**src/rtl/pc_fetch_unit.sv**
```systemverilog
// Sequential fetch front end: PC register, one-outstanding imem request,
// instruction hand-off to decode, redirect handling and misalignment trap.
//
// Ports:
//   clk, rst_n                      clock, async active-low reset
//   redirect_valid/target           branch/jump redirect
//   imem_req_valid/addr/ready       fetch request channel (addr = pc)
//   imem_rsp_valid/data             fetch response channel
//   instr_valid/instr/instr_pc      registered instruction to decode
//   decode_ready                    decode consumes instruction
//   misaligned_fault/fault_addr     sticky trap on misaligned redirect
module pc_fetch_unit #(
    parameter logic [31:0] RESET_PC = 32'h0000_0000
) (
    input  logic        clk,
    input  logic        rst_n,
    input  logic        redirect_valid,
    input  logic [31:0] redirect_target,
    output logic        imem_req_valid,
    output logic [31:0] imem_req_addr,
    input  logic        imem_req_ready,
    input  logic        imem_rsp_valid,
    input  logic [31:0] imem_rsp_data,
    output logic        instr_valid,
    output logic [31:0] instr,
    output logic [31:0] instr_pc,
    input  logic        decode_ready,
    output logic        misaligned_fault,
    output logic [31:0] fault_addr
);

    typedef enum logic [2:0] {
        IDLE,
        REQ,
        WAIT,
        HOLD,
        FAULT
    } state_t;

    state_t      state, state_d;
    logic [31:0] pc, pc_d;
    logic        kill, kill_d;
    logic [31:0] instr_d, instr_pc_d, fault_addr_d;
    logic        instr_valid_d, fault_d;
    logic        redir_ok, redir_bad, active;

    assign redir_ok  = redirect_valid && (redirect_target[1:0] == 2'b00);
    assign redir_bad = redirect_valid && (redirect_target[1:0] != 2'b00);
    assign active    = (state == REQ) || (state == WAIT) || (state == HOLD);

    assign imem_req_valid = (state == REQ);
    assign imem_req_addr  = pc;

    always_comb begin
        state_d       = state;
        pc_d          = pc;
        kill_d        = kill;
        instr_d       = instr;
        instr_pc_d    = instr_pc;
        instr_valid_d = instr_valid;
        fault_d       = misaligned_fault;
        fault_addr_d  = fault_addr;

        if (active && redir_bad) begin
            // pc is left untouched so the trap handler sees where we were
            fault_d       = 1'b1;
            fault_addr_d  = redirect_target;
            instr_valid_d = 1'b0;
            state_d       = FAULT;
        end else begin
            unique case (state)
                IDLE: state_d = REQ;
                REQ: begin
                    if (redir_ok) begin
                        pc_d = redirect_target;
                        // old-address request still goes out; drop its reply
                        if (imem_req_ready) begin
                            kill_d  = 1'b1;
                            state_d = WAIT;
                        end
                    end else if (imem_req_ready) begin
                        state_d = WAIT;
                    end
                end
                WAIT: begin
                    if (redir_ok) begin
                        pc_d = redirect_target;
                        if (imem_rsp_valid) begin
                            kill_d  = 1'b0;
                            state_d = REQ;
                        end else begin
                            kill_d = 1'b1;
                        end
                    end else if (imem_rsp_valid) begin
                        if (kill) begin
                            kill_d  = 1'b0;
                            state_d = REQ;
                        end else begin
                            instr_d       = imem_rsp_data;
                            instr_pc_d    = pc;
                            instr_valid_d = 1'b1;
                            pc_d          = pc + 32'd4;
                            state_d       = HOLD;
                        end
                    end
                end
                HOLD: begin
                    if (redir_ok) begin
                        instr_valid_d = 1'b0;
                        pc_d          = redirect_target;
                        state_d       = REQ;
                    end else if (decode_ready) begin
                        instr_valid_d = 1'b0;
                        state_d       = REQ;
                    end
                end
                FAULT: state_d = FAULT;
                default: state_d = IDLE;
            endcase
        end
    end

    always_ff @(posedge clk or negedge rst_n) begin
        if (!rst_n) begin
            state <= IDLE;
        end else begin
            state <= state_d;
        end
    end

    always_ff @(posedge clk or negedge rst_n) begin
        if (!rst_n) begin
            pc               <= RESET_PC;
            kill             <= 1'b0;
            instr            <= 32'h0;
            instr_pc         <= 32'h0;
            instr_valid      <= 1'b0;
            misaligned_fault <= 1'b0;
            fault_addr       <= 32'h0;
        end else begin
            pc               <= pc_d;
            kill             <= kill_d;
            instr            <= instr_d;
            instr_pc         <= instr_pc_d;
            instr_valid      <= instr_valid_d;
            misaligned_fault <= fault_d;
            fault_addr       <= fault_addr_d;
        end
    end

endmodule

```
**config.mk**
```make
export PLATFORM = sky130hd
export DESIGN_NAME = pc_fetch_unit
export DESIGN_NICKNAME = d
export VERILOG_FILES = /design/src/rtl/pc_fetch_unit.sv
export SDC_FILE = /design/constraint.sdc
export NUM_CORES = 1
export LEC_CHECK = 0
export ABC_AREA = 1
export BUFFER_PORTS_ARGS = -buffer_cell sky130_fd_sc_hd__buf_2
export CELL_PAD_IN_SITES_DETAIL_PLACEMENT = 2
export CELL_PAD_IN_SITES_GLOBAL_PLACEMENT = 2
export CORE_MARGIN = 10
export CORE_UTILIZATION = 30
export DETAILED_ROUTE_END_ITERATION = 8
export PLACE_DENSITY = 0.86
export SYNTH_ARGS = -nofsm -noshare
export SYNTH_HDL_FRONTEND = slang
export SYNTH_SLANG_ARGS = --single-unit
```
**constraint.sdc**
```tcl
create_clock -name clk -period 3.7 [get_ports clk]
set_clock_uncertainty 0.05 [all_clocks]
set_input_delay 0.555 -clock clk [delete_from_list [all_inputs] [get_ports clk]]
set_output_delay 0.555 -clock clk [all_outputs]
set_load 0.05 [all_outputs]
```
=== Yosys cells after proc, flatten, opt, wreduce, memory -nomap -nowiden ===
Index checks and enable logic that the tools add are counted.

* Bits of input ports: 70
* Output and inout port bits: 131
* Register bits after elaboration: 134
* Word-level logic and storage cells: 70

* Multiplexer cells: 27
* Eq/ne operators: 14
* Add/subtract/negate cells: 1
* Reductions and logical operators: 17
* Bitwise gates (word level): 3

{| class="wikitable"
|+ Operator list
! cell !! count
|-
| 2-to-1 mux 32 bit || 4
|-
| one-hot mux 32 bit (2 select lines) || 1
|-
| adder 32 x 3 -> 32 bit (second input constant) || 1
|-
| 2-to-1 mux 3 bit || 7
|-
| AND reduction 5 bit || 4
|-
| one-hot mux 3 bit (5 select lines) || 1
|-
| 2-to-1 mux 1 bit || 11
|-
| inequality test 3 x 2 -> 1 bit (second input constant) || 3
|-
| == test 3 x 2 -> 1 bit (second input constant) || 2
|-
| inequality test 2 x 1 -> 1 bit (second input constant) || 3
|-
| inequality test 3 bit (second input constant) || 2
|-
| nonzero test 2 bit || 3
|-
| inequality test 4 x 3 -> 1 bit (second input constant) || 1
|-
| one-hot mux 1 bit (2 select lines) || 2
|-
| == test 3 x 1 -> 1 bit (second input constant) || 1
|-
| == test 3 bit (second input constant) || 1
|-
| logical AND 1 bit || 3
|-
| zero test 3 bit || 1
|-
| inequality test 3 x 1 -> 1 bit (second input constant) || 1
|-
| inverter 1 bit || 3
|-
| AND reduction 3 bit || 1
|-
| nonzero test 3 bit || 1
|-
| zero test 2 bit || 1
|-
| logical OR 1 bit || 2
|-
| 2 further kinds || 2
|}

=== Logic depth before layout (Yosys ltp) ===
Gate-level depths: netlist of the first run.

* Depth in word-level cells: 6
* Mapped depth: 11
* Depth with buffers taken out: 10

=== Least setup slack after synthesis of the first run ===
OpenSTA, ideal clock, no wires.

* Path kind: register to register
* Start: register pc[3] (netlist: imem_req_addr[3])
* End: register pc[20] (netlist: imem_req_addr[20])
* Setup slack: 1.739 ns
* Period minus slack after synthesis: 1.961 ns
* Setup time: 0.118 ns
* Cell stages (with the launch flop): 11
* Required time: 3.532 ns
* Path buffers: 0
* Data arrival time: 1.793 ns
* Path through: dfrtp_1 > ha_1 > inv_1 > nor2_1 > nand2_1 > nor2_1 > nand2_1 > nand2_1 > nand3_1 > nand2_1 > nand2_1

* Cells in the longest elaborated chain, start to end: 5

{| class="wikitable"
|+ RTL lines
! what !! line !! source
|-
| start: declaration || 41 || <nowiki>logic [31:0] pc, pc_d;</nowiki>
|-
| start signal: assignment || 141 || <nowiki>pc <= pc_d;</nowiki>
|-
| adder 32 x 3 -> 32 bit || 102 || <nowiki>pc_d = pc + 32'd4;</nowiki>
|-
| 2-to-1 mux 32 bit || 95 || <nowiki>if (kill) begin</nowiki>
|-
| 2-to-1 mux 32 bit || 94 || <nowiki>end else if (imem_rsp_valid) begin</nowiki>
|-
| 2-to-1 mux 32 bit || 86 || <nowiki>if (redir_ok) begin</nowiki>
|-
| one-hot mux 32 bit (2 select lines) || 71 || <nowiki>unique case (state)</nowiki>
|}

No other way between the ends. The select of a mux whose other input is x is not followed.
A chain may end at the register's enable or synchronous reset.

=== Worst setup path in the final report of the first run ===
* Start: register state[0]
* End: register pc[29] (netlist: imem_req_addr[29])

* Cells in the longest elaborated chain, start to end: 6
* Elaborated cells between the ends (all ways): 14
* Classes of those cells: eq/ne (6); mux (1); bitwise (1); reduce/logical (6)

{| class="wikitable"
|+ RTL lines
! what !! line !! source
|-
| start: declaration || 40 || <nowiki>state_t state, state_d;</nowiki>
|-
| start signal: assignment || 127 || <nowiki>state <= state_d;</nowiki>
|-
| parallel branches: the longest is 6 deep, another holds AND reduction 5 bit || - ||
|}

Several ways; the timed one is not identified.

==> impl_metrics.toml, run 1 <==
[worst_setup_path]
cp_max_fo = 45
r2r-end = "imem_req_addr[29]$_DFFE_PN0P_"
cp.required_ps = 4000
cp-endpoint = "imem_req_addr[29]$_DFFE_PN0P_"
crit_slowest_cell = "nand3_2"
rr_worst_depth = 7
cpMostUsedCell = "nand2_1"
rr_startpoint = "state[0]$_DFFE_PN0P_"
r2r_slack_ps = 1160
cp-end-kind = "flip-flop"
path_class = "reg2reg"
critPathLaunch = "state[0]$_DFFE_PN0P_"
start_kind = "flip-flop"
cp.arrival_ps = 2840
cp_cell_sequence = "nand3_1 > nand2_1 > a21oi_1 > nand3_2 > nor2_1 > nand2_1 > nand2_1"
crit_path_max_incr_delay_ps = 770

[synth]
synth_nets = 938
ys_types = 27
yosysSeqAreaShare_pct = 52.17
yosys_warnings = 0
synth-seq-cells = 134
yosysMostFrequentCell = "nand2_1"
synth_top_cells_by_area = "dfrtp_1 52%, nand2_1 23%, o21ai_0 4.7%"
synth_common_cells = "400 x nand2_1, 134 x dfrtp_1, 78 x inv_1"
synth_edf_count = 0
async_flop_share_pct = 100.0
synth_ff_type = "dfrtp_1"
synth_top_area_share_pct = 52.17
synthesis.area_um2 = 6427
avgSynthCellArea_um2 = 7.413
synth_top_area_cell = "dfrtp_1"
syn-instance-count = 867

[pwr]
max-vdd-ir-drop_uv = 412.4
seq_power_share_pct = 28.6
power_frac_clock_pct = 18.3
p_sw_mw = 5.212
p_int_mw = 4.212
comb_power_share_pct = 53.0
netSwitchingFraction_pct = 55.30
leakage_nw = 4.609
power_density_nw_per_um2 = 1140

[flow_run]
maxCapViolCount = 0

[sta]
finalSetupTns_ps = 0
hold_viol_final = 0
max_freq_ghz = 0.3936
rsz0062_at_grt = "false"
min_period_over_period_pct = 68.66
finalCriticalPeriod_ps = 2541
maxSlewViolCount = 0
relSlewSlack_pct = 32.68
finalSetupViolCount = 0
tightest_slew_ps = 1010
setup_ws_ps = 1159

[floorplan]
num_rows = 53
io_pins = 201
die_h_um = 166.4
initial_utilization_pct = 30.58
dieWidth_um = 166.4
dieArea_um2 = 27680
core_um2 = 21020

[cells_and_area]
multi_input_area_um2 = 2606
areaGrowthSynthToFinish_pct = 28.60
final_nets = 1130
drive_gt1_share_pct = 23.32
register_area_um2 = 3353
fillers = 2541

[grt]
gr-usage-all-layers_pct = 18.41
grt_max_degree = 87
grt_pass1_vias = 7254
grt_pass1_wl_um = 41460
antenna_found_initial = 1
grt_overflow = 0

[drt]
routed_wl_um = 25590
ant_nets = 0
drc = 0
vias_per_cell = 4.809
wl_per_cell_um = 18.98
first_pass_iters = 4
drtIter0Drc = 363
num_vias = 6482

[placement]
dp_slack_ps = 982.3
port_buffers = 200
finalWeightedCongestion = 0.7942
dp_hpwl_um = 19150

[cts]
cts_made_buffers = 17
clk_pin_slew_ps = 60
cts.path.max_buffers = 2
ctsHoldBuffers = 0
clock-sinks = 134
insertion_delay_ps = 420
cts_tree = "done"
cts_setup_buffers = 0
cts-resized-gates = 0
cts_root_buffer = "clkbuf_16"
h-tree-depth = 4

[run_status]
status = "finished, final reports clean"

[worst_hold_path]
min_path_type = "in2async"
-- cell families after synthesis --
| kind of cell | after synthesis | share of synthesized area [%] |
|---|---|---|
| adders and majority gates | 1 | 0.1946 |
| DFF | 134 | 52.17 |
| buffers and inverters | 115 | 7.417 |
| AOI/OAI and AO/OA | 79 | 6.385 |
| xor gates and xnor gates | 7 | 0.9539 |
| and+or+nand+nor | 531 | 32.88 |
-- placed cells by master, fill, tap and decap left out, drive strengths merged --
cell type  count
xor2           1
clkinvlp       4
o211ai         1
o21a           1
clkinv         6
dfrtp        134
ha             1
inv           84
xnor2          6
nand2        402
or2            1
nand3b         3
nand4          4
o21ai         70
diode          1
a21oi          4
clkbuf        20
o31ai          1
nor2          67
bufinv         2
nand3         54
a22o           2
buf          204
-- registers in the layout, summed over array words and instances, names as in the netlist --
register	cells
fault_addr	32
imem_req_addr	32
instr	32
instr_pc	32
state	3
instr_valid	1
kill	1
misaligned_fault	1
-- critical path, delay by kind of cell, from the launching register on --
kind / cells / cell delay [ps]
and+or+nand+nor: 6 / 1710
DFF: 1 / 460
AOI/OAI and AO/OA: 1 / 210
-- stage by stage --
| stage | std cells | hold WS (ps) | instance area, um2 | util [%] | total power, mW |
|---|---|---|---|---|---|
| floorplan | 867 | 209.4 | 6427 | - | 6.205 |
| finish | 1348 | 104.5 | 8265 | 39.32 | 9.424 |
| CTS | 1347 | 155.9 | 8263 | 39.31 | 9.552 |
| detailed placement | 1315 | 402.5 | 7669 | 36.48 | 7.753 |
| global route | 1348 | 156.5 | 8265 | 39.32 | 10.08 |
| global placement | 1315 | 398.7 | 7669 | 36.48 | 7.544 |
-- routing by layer --
layer	vias up	part of all wire, %	track usage (%)
met1	3244	46	24.01
met3	26	4.4	4.236
met2	163	48	29.98
met5	-	0	0
met4	0	1.4	4.849
li1	3049	-	-
-- how the worst min path moves through the flow --
stage	endpoint	slack (ps)	cells after the start	start
after global routing	instr[4]$_DFFE_PN0P_	160	1	rst_n
after detailed placement	misaligned_fault$_DFFE_PN0N_	400	1	misaligned_fault$_DFFE_PN0N_
after global placement	misaligned_fault$_DFFE_PN0N_	400	1	misaligned_fault$_DFFE_PN0N_
final	instr[4]$_DFFE_PN0P_	100	1	rst_n
after floorplan	fault_addr[0]$_DFFE_PN0N_	210	0	rst_n
after CTS	instr[4]$_DFFE_PN0P_	160	1	rst_n
-- power groups by stage --
stage | clock (mW) | sequential (mW) | combinational (mW)
after floorplan | 0 | 4.68 | 1.53
after global placement | 0 | 2.68 | 4.86
after detailed placement | 0 | 2.71 | 5.04
after CTS | 1.77 | 2.70 | 5.08
after global routing | 1.83 | 2.81 | 5.43
final | 1.73 | 2.70 | 5.00
-- layout make-up --
| type | count | area share [%] |
|---|---|---|
| Sequential cell | 134 | 40.57 |
| Clock inverter | 12 | 1.544 |
| Timing Repair Buffer | 204 | 12.70 |
| Multi-Input combinational cell | 618 | 31.53 |
| Tap cell | 275 | 4.163 |
| Antenna cell | 1 | 0.03028 |
| Clock buffer | 20 | 5.646 |
| Inverter | 84 | 3.815 |
No activity file was read; power rests on OpenSTA's default activity.
==> run 2: changes to the inputs <==
- CORE_UTILIZATION: 30 -> 28
- PLACE_DENSITY: 0.86 -> 0.81
- clock period: 3.7 -> 2.48 ns (I/O delays scaled with it)
==> run 2 against run 1 <==
  * Die area is 6.3% higher
  * Design area is 2.0% higher
  * Clock-buffer cell count is 2 lower
==> impl_metrics.toml, run 2 (synthesis results as in run 1) <==
[worst_setup_path]
rr_worst_depth = 9
crit_slowest_cell = "dfrtp_1"
crit_path_max_incr_delay_ps = 480
rr_startpoint = "imem_req_addr[3]$_DFFE_PN0P_"
cp.required_ps = 2780
cp-end-kind = "flip-flop"
crit_family = "simple AND/OR/NAND/NOR gates"
r2r_slack_ps = 520
worst-path-buf-inv = 1
cpMostUsedCell = "nand2_1"
cp_max_fo = 6
cp.arrival_ps = 2260
path_class = "reg2reg"
start_kind = "flip-flop"
crit_cells = 9
r2r-end = "imem_req_addr[12]$_DFFE_PN0P_"
cp_cell_sequence = "ha_1 > inv_1 > nor2_1 > nand2_1 > nor2_1 > nand2_1 > nand3_1 > nand3_1 > nand2_1"

[floorplan]
core_um2 = 22640
io_pins = 201
num_rows = 55
die_h_um = 171.5
dieWidth_um = 171.5
initial_utilization_pct = 28.39
dieArea_um2 = 29420

[cells_and_area]
fillers = 2675
drive_gt1_share_pct = 23.87
final_nets = 1139
areaGrowthSynthToFinish_pct = 31.11
register_area_um2 = 3353
final_common_cell = "nand2_1"
fin_util_pct = 37.22
final_area_um2 = 8427
diodes = 0
layout_common_cells = "400 x nand2_1, 199 x buf_2, 134 x dfrtp_1"
multi_input_area_um2 = 2606

[cts]
clk_pin_slew_ps = 70
h-tree-depth = 4
cts-resized-gates = 0
cts_tree = "done"
cts_made_buffers = 17
insertion_delay_ps = 420
cts_setup_buffers = 0
cts_root_buffer = "clkbuf_16"
clock-sinks = 134
cts.path.max_buffers = 2

[drt]
num_vias = 6513
drtIter0Drc = 406
vias_per_cell = 4.768
first_pass_iters = 4
routed_wl_um = 25860
drc = 0
wl_per_cell_um = 18.93
ant_nets = 0

[sta]
maxSlewViolCount = 0
tightest_slew_ps = 558.9
min_period_over_period_pct = 78.85
max_freq_ghz = 0.5114
finalCriticalPeriod_ps = 1955
hold_viol_final = 0
relSlewSlack_pct = 62.74
finalSetupTns_ps = 0
rsz0062_at_grt = "false"
finalSetupViolCount = 0

[worst_hold_path]
min_path_type = "in2reg"
min-delay-start = "imem_rsp_data[29]"
worstHoldEndpoint = "instr[29]$_DFFE_PN0P_"
min_path_cells = 3

[placement]
placed_area_um2 = 7779
finalWeightedCongestion = 0.8181
dp_hpwl_um = 19450
port_buffers = 200

[pwr]
seq_power_share_pct = 27.8
netSwitchingFraction_pct = 54.43
p_int_mw = 6.534
power_frac_clock_pct = 19.4
comb_power_share_pct = 52.8
p_sw_mw = 7.805
power_density_nw_per_um2 = 1702
leakage_nw = 4.684
max-vdd-ir-drop_uv = 678.2

[run_status]
status = "finished, final reports clean"

[grt]
grt_use_met2_pct = 29.75
grt_max_degree = 87
grt_pass1_vias = 7227
antenna_found_initial = 0
grt_pass1_wl_um = 41000
grtUsageMet3_pct = 4.905
grt_overflow = 0
grt_busiest_layer = "met2"
use_met1_pct = 22.32
gr-usage-all-layers_pct = 17.77

[flow_run]
maxCapViolCount = 0
-- run 2: final cells by class --
cell class,count,area share (%)
Tap cell,285,4.232
Clock buffer,18,5.212
Sequential cell,134,39.79
Inverter,84,3.742
Multi-Input combinational cell,618,30.93
Clock inverter,14,2.361
Timing Repair Buffer,213,13.73
-- run 2: power by group through the flow --
stage | sequential [mW] | clock [mW] | combinational, mW
2_1_floorplan | 6.98 | 0 | 2.28
3_3_place_gp | 3.98 | 0 | 7.47
3_5_place_dp | 4.02 | 0 | 7.64
4_1_cts | 4.00 | 2.86 | 7.70
5_1_grt | 4.17 | 2.96 | 8.22
6_report | 3.99 | 2.78 | 7.57
-- run 2: what timing repair did --
action	in CTS	in global routing
endpoints found under the hold margin	21	0
setup endpoints to repair	0	0
hold buffers	1	0
-- run 2: worst reg2reg max path, cell delays in order, from the launching register on --
cell	delay, ps
dfrtp_1	480
ha_1	250
inv_1	80
nor2_1	190
nand2_1	190
nor2_1	210
nand2_1	90
nand3_1	130
nand3_1	120
nand2_1	110
-- run 2: through the flow --
step | hold slack (ps) | std cells | setup slack (ps) | power, mW
final | 98.87 | 1366 | 524.6 | 14.34
after global routing | 88.75 | 1366 | 343.8 | 15.35
after CTS | 77.30 | 1366 | 494.3 | 14.56
after detailed placement | 203.0 | 1333 | 490.3 | 11.65
after global placement | 207.1 | 1333 | 552.1 | 11.45
after floorplan | 26.41 | 867 | 518.6 | 9.257
-- run 2: per-layer routing --
layer	vias up	part of all wire (%)
met5	-	0
met4	0	1.1
met3	20	6.0
met2	165	47
met1	3247	46
li1	3081	-
-- run 2: worst max-delay path by stage --
stage,from,endpoint,slack (ps)
floorplan,imem_req_addr[3]$_DFFE_PN0P_,imem_req_addr[20]$_DFFE_PN0P_,520
global placement,redirect_target[0],imem_req_addr[23]$_DFFE_PN0P_,550
detailed placement,redirect_target[0],imem_req_addr[23]$_DFFE_PN0P_,490
CTS,imem_req_addr[6]$_DFFE_PN0P_,imem_req_addr[30]$_DFFE_PN0P_,490
global route,imem_req_addr[3]$_DFFE_PN0P_,imem_req_addr[12]$_DFFE_PN0P_,340
finish,imem_req_addr[3]$_DFFE_PN0P_,imem_req_addr[12]$_DFFE_PN0P_,520
==> run 3: changes to the inputs <==
- CORE_UTILIZATION: 28 -> 25
- PLACE_DENSITY: 0.81 -> 0.77
- clock period: 2.48 -> 1.6 ns (I/O delays scaled with it)
==> run 3 against run 2 <==
  * The flow now finishes with violations (setup timing)
  * Combinational power grew 110%
  * Critical path type unchanged
  * Clock-buffer cell count grew 5
  * Routed wire length grew 27%
  * Non-clock buffer count grew 123
==> impl_metrics.toml, run 3 (synthesis results as in run 1) <==
[sta]
rsz0062_at_grt = "true"
holdWs_ps = 29.71
finalCriticalPeriod_ps = 1753
max_freq_ghz = 0.5703
finalSetupTns_ps = -11180
min_period_over_period_pct = 109.6
relSlewSlack_pct = 70.88
maxSlewViolCount = 0
setup_ws_ps = -153.3
finalSetupViolCount = 100
hold_viol_final = 0
tightest_slew_ps = 436.9

[floorplan]
io_pins = 201
num_rows = 58
core_um2 = 25250
dieArea_um2 = 32520
die_h_um = 180.3
initial_utilization_pct = 25.45
dieWidth_um = 180.3

[grt]
grt_use_met2_pct = 33.39
gr-usage-all-layers_pct = 18.73
use_met1_pct = 21.79
grt_pass1_wl_um = 48210
antenna_found_initial = 0
grt_max_degree = 59
grt_overflow = 0
grt_busiest_layer = "met2"
grt_pass1_vias = 8092
grtUsageMet3_pct = 4.237

[cts]
cts_made_buffers = 17
clk_pin_slew_ps = 60
clock-sinks = 134
cts.path.max_buffers = 2
h-tree-depth = 4
insertion_delay_ps = 430
cts_root_buffer = "clkbuf_16"
cts_tree = "done"

[flow_run]
maxCapViolCount = 0

[worst_setup_path]
r2r_slack_ps = -150
cp.required_ps = 1920
cp_max_fo = 8
path_class = "reg2reg"
start_kind = "flip-flop"
rr_worst_depth = 11
r2r-end = "instr[8]$_DFFE_PN0P_"
rr_startpoint = "state[1]$_DFFE_PN0P_"
cp-end-kind = "flip-flop"
cp-endpoint = "instr[8]$_DFFE_PN0P_"
critPathLaunch = "state[1]$_DFFE_PN0P_"
cp.arrival_ps = 2070

[drt]
drtIter0Drc = 418
wl_per_cell_um = 21.46
first_pass_iters = 6
ant_nets = 0
num_vias = 7221
routed_wl_um = 32920
drc = 0
vias_per_cell = 4.707

[pwr]
seq_power_share_pct = 23.7
comb_power_share_pct = 62.2
p_int_mw = 11.85
power_frac_clock_pct = 14.2
leakage_nw = 5.563
p_sw_mw = 13.90
max-vdd-ir-drop_uv = 949.7
netSwitchingFraction_pct = 53.98
power_density_nw_per_um2 = 2487

[placement]
finalWeightedCongestion = 0.8624
port_buffers = 200
dp_hpwl_um = 21370

[cells_and_area]
layout_common_cells = "319 x nand2_1, 191 x buf_2, 116 x dfrtp_1"
diodes = 0
drive_gt1_share_pct = 40.20
final_common_cell = "nand2_1"
areaGrowthSynthToFinish_pct = 61.11
final_nets = 1262

[run_status]
violations = "setup timing"
status = "finished with violations"

[worst_hold_path]
min_path_type = "in2reg"
## run 3: cell types whose count changed in the layout (fill, tap and decap cells not counted), moves of 14 or more
cell and change:
nor2_1 -27, buf_6 +14, dfrtp_1 -18, dfrtp_2 +18, dlygate4sd3_1 +38, nand2_2 +48
nor2_4 +14, buf_4 +55, nand2_1 -81, nand2_4 +33
## run 3: worst min path at each step
stage	start	endpoint	cells past startpoint
global placement	rst_n	instr[9]$_DFFE_PN0P_	1
detailed placement	rst_n	instr[9]$_DFFE_PN0P_	1
finish	redirect_target[29]	fault_addr[29]$_DFFE_PN0N_	3
global route	redirect_target[30]	fault_addr[30]$_DFFE_PN0N_	3
CTS	redirect_target[30]	fault_addr[30]$_DFFE_PN0N_	3
floorplan	rst_n	fault_addr[0]$_DFFE_PN0N_	0
## run 3: metal layers
| layer | up-vias | share of wire (%) |
|---|---|---|
| li1 | 3332 | - |
| met1 | 3649 | 42 |
| met2 | 200 | 52 |
| met3 | 40 | 4.0 |
| met4 | 0 | 1.6 |
| met5 | - | 0 |
## run 3: final cells by class
| type | instances | area, um2 |
|---|---|---|
| Tap cell | 330 | 412.9 |
| Inverter | 84 | 325.3 |
| Clock buffer | 23 | 478.0 |
| Timing Repair Buffer | 336 | 2509 |
| Sequential cell | 134 | 3376 |
| Clock inverter | 9 | 52.55 |
| Fill cell | 2897 | 14900 |
| Multi-Input combinational cell | 618 | 3202 |
## run 3: repair_timing
| item | 4_1_cts | 5_1_grt |
|---|---|---|
| endpoints found under the setup margin | 100 | 136 |
| resized for setup | 76 | 142 |
| gates cloned | 4 | 5 |
| endpoints found under the hold margin | 76 | 0 |
| pin swaps | 10 | 24 |
| buffers inserted | 12 | 7 |
| hold buffers | 39 | 0 |
## run 3: critical path, cell delays in order (launching register included)
cell and delay [ps]:
dfrtp_2 450, inv_2 110, nand2_4 60, nand2_4 90
inv_4 50, nand2_4 60, buf_6 140, nand4_4 170
clkinv_4 170, clkbuf_16 210, nand2_4 50, nand2_2 70
## run 3: stage by stage
step / instance area, um2 / total power, mW / setup slack, ps / instances / util (%)
3_5_place_dp: 8399 / 19.19 / -315.0 / 1437 / 33.26
4_1_cts: 9777 / 24.76 / -83.21 / 1523 / 38.71
6_report: 10350 / 25.76 / -153.3 / 1534 / 41.00
5_1_grt: 10350 / 27.22 / -230.4 / 1534 / 41.00
3_3_place_gp: 8399 / 18.78 / -238.2 / 1437 / 33.26
2_1_floorplan: 6480 / 14.43 / -15.19 / 867 / -
## run 3: power groups by stage
stage          Combinational (mW)  Clock (mW)  Sequential, mW
3_5_place_dp                 13.1           0            6.04
3_3_place_gp                 12.8           0            5.97
5_1_grt                      17.0        3.90            6.32
6_report                     16.0        3.65            6.10
4_1_cts                      15.0        3.76            6.04
2_1_floorplan                3.56           0            10.9
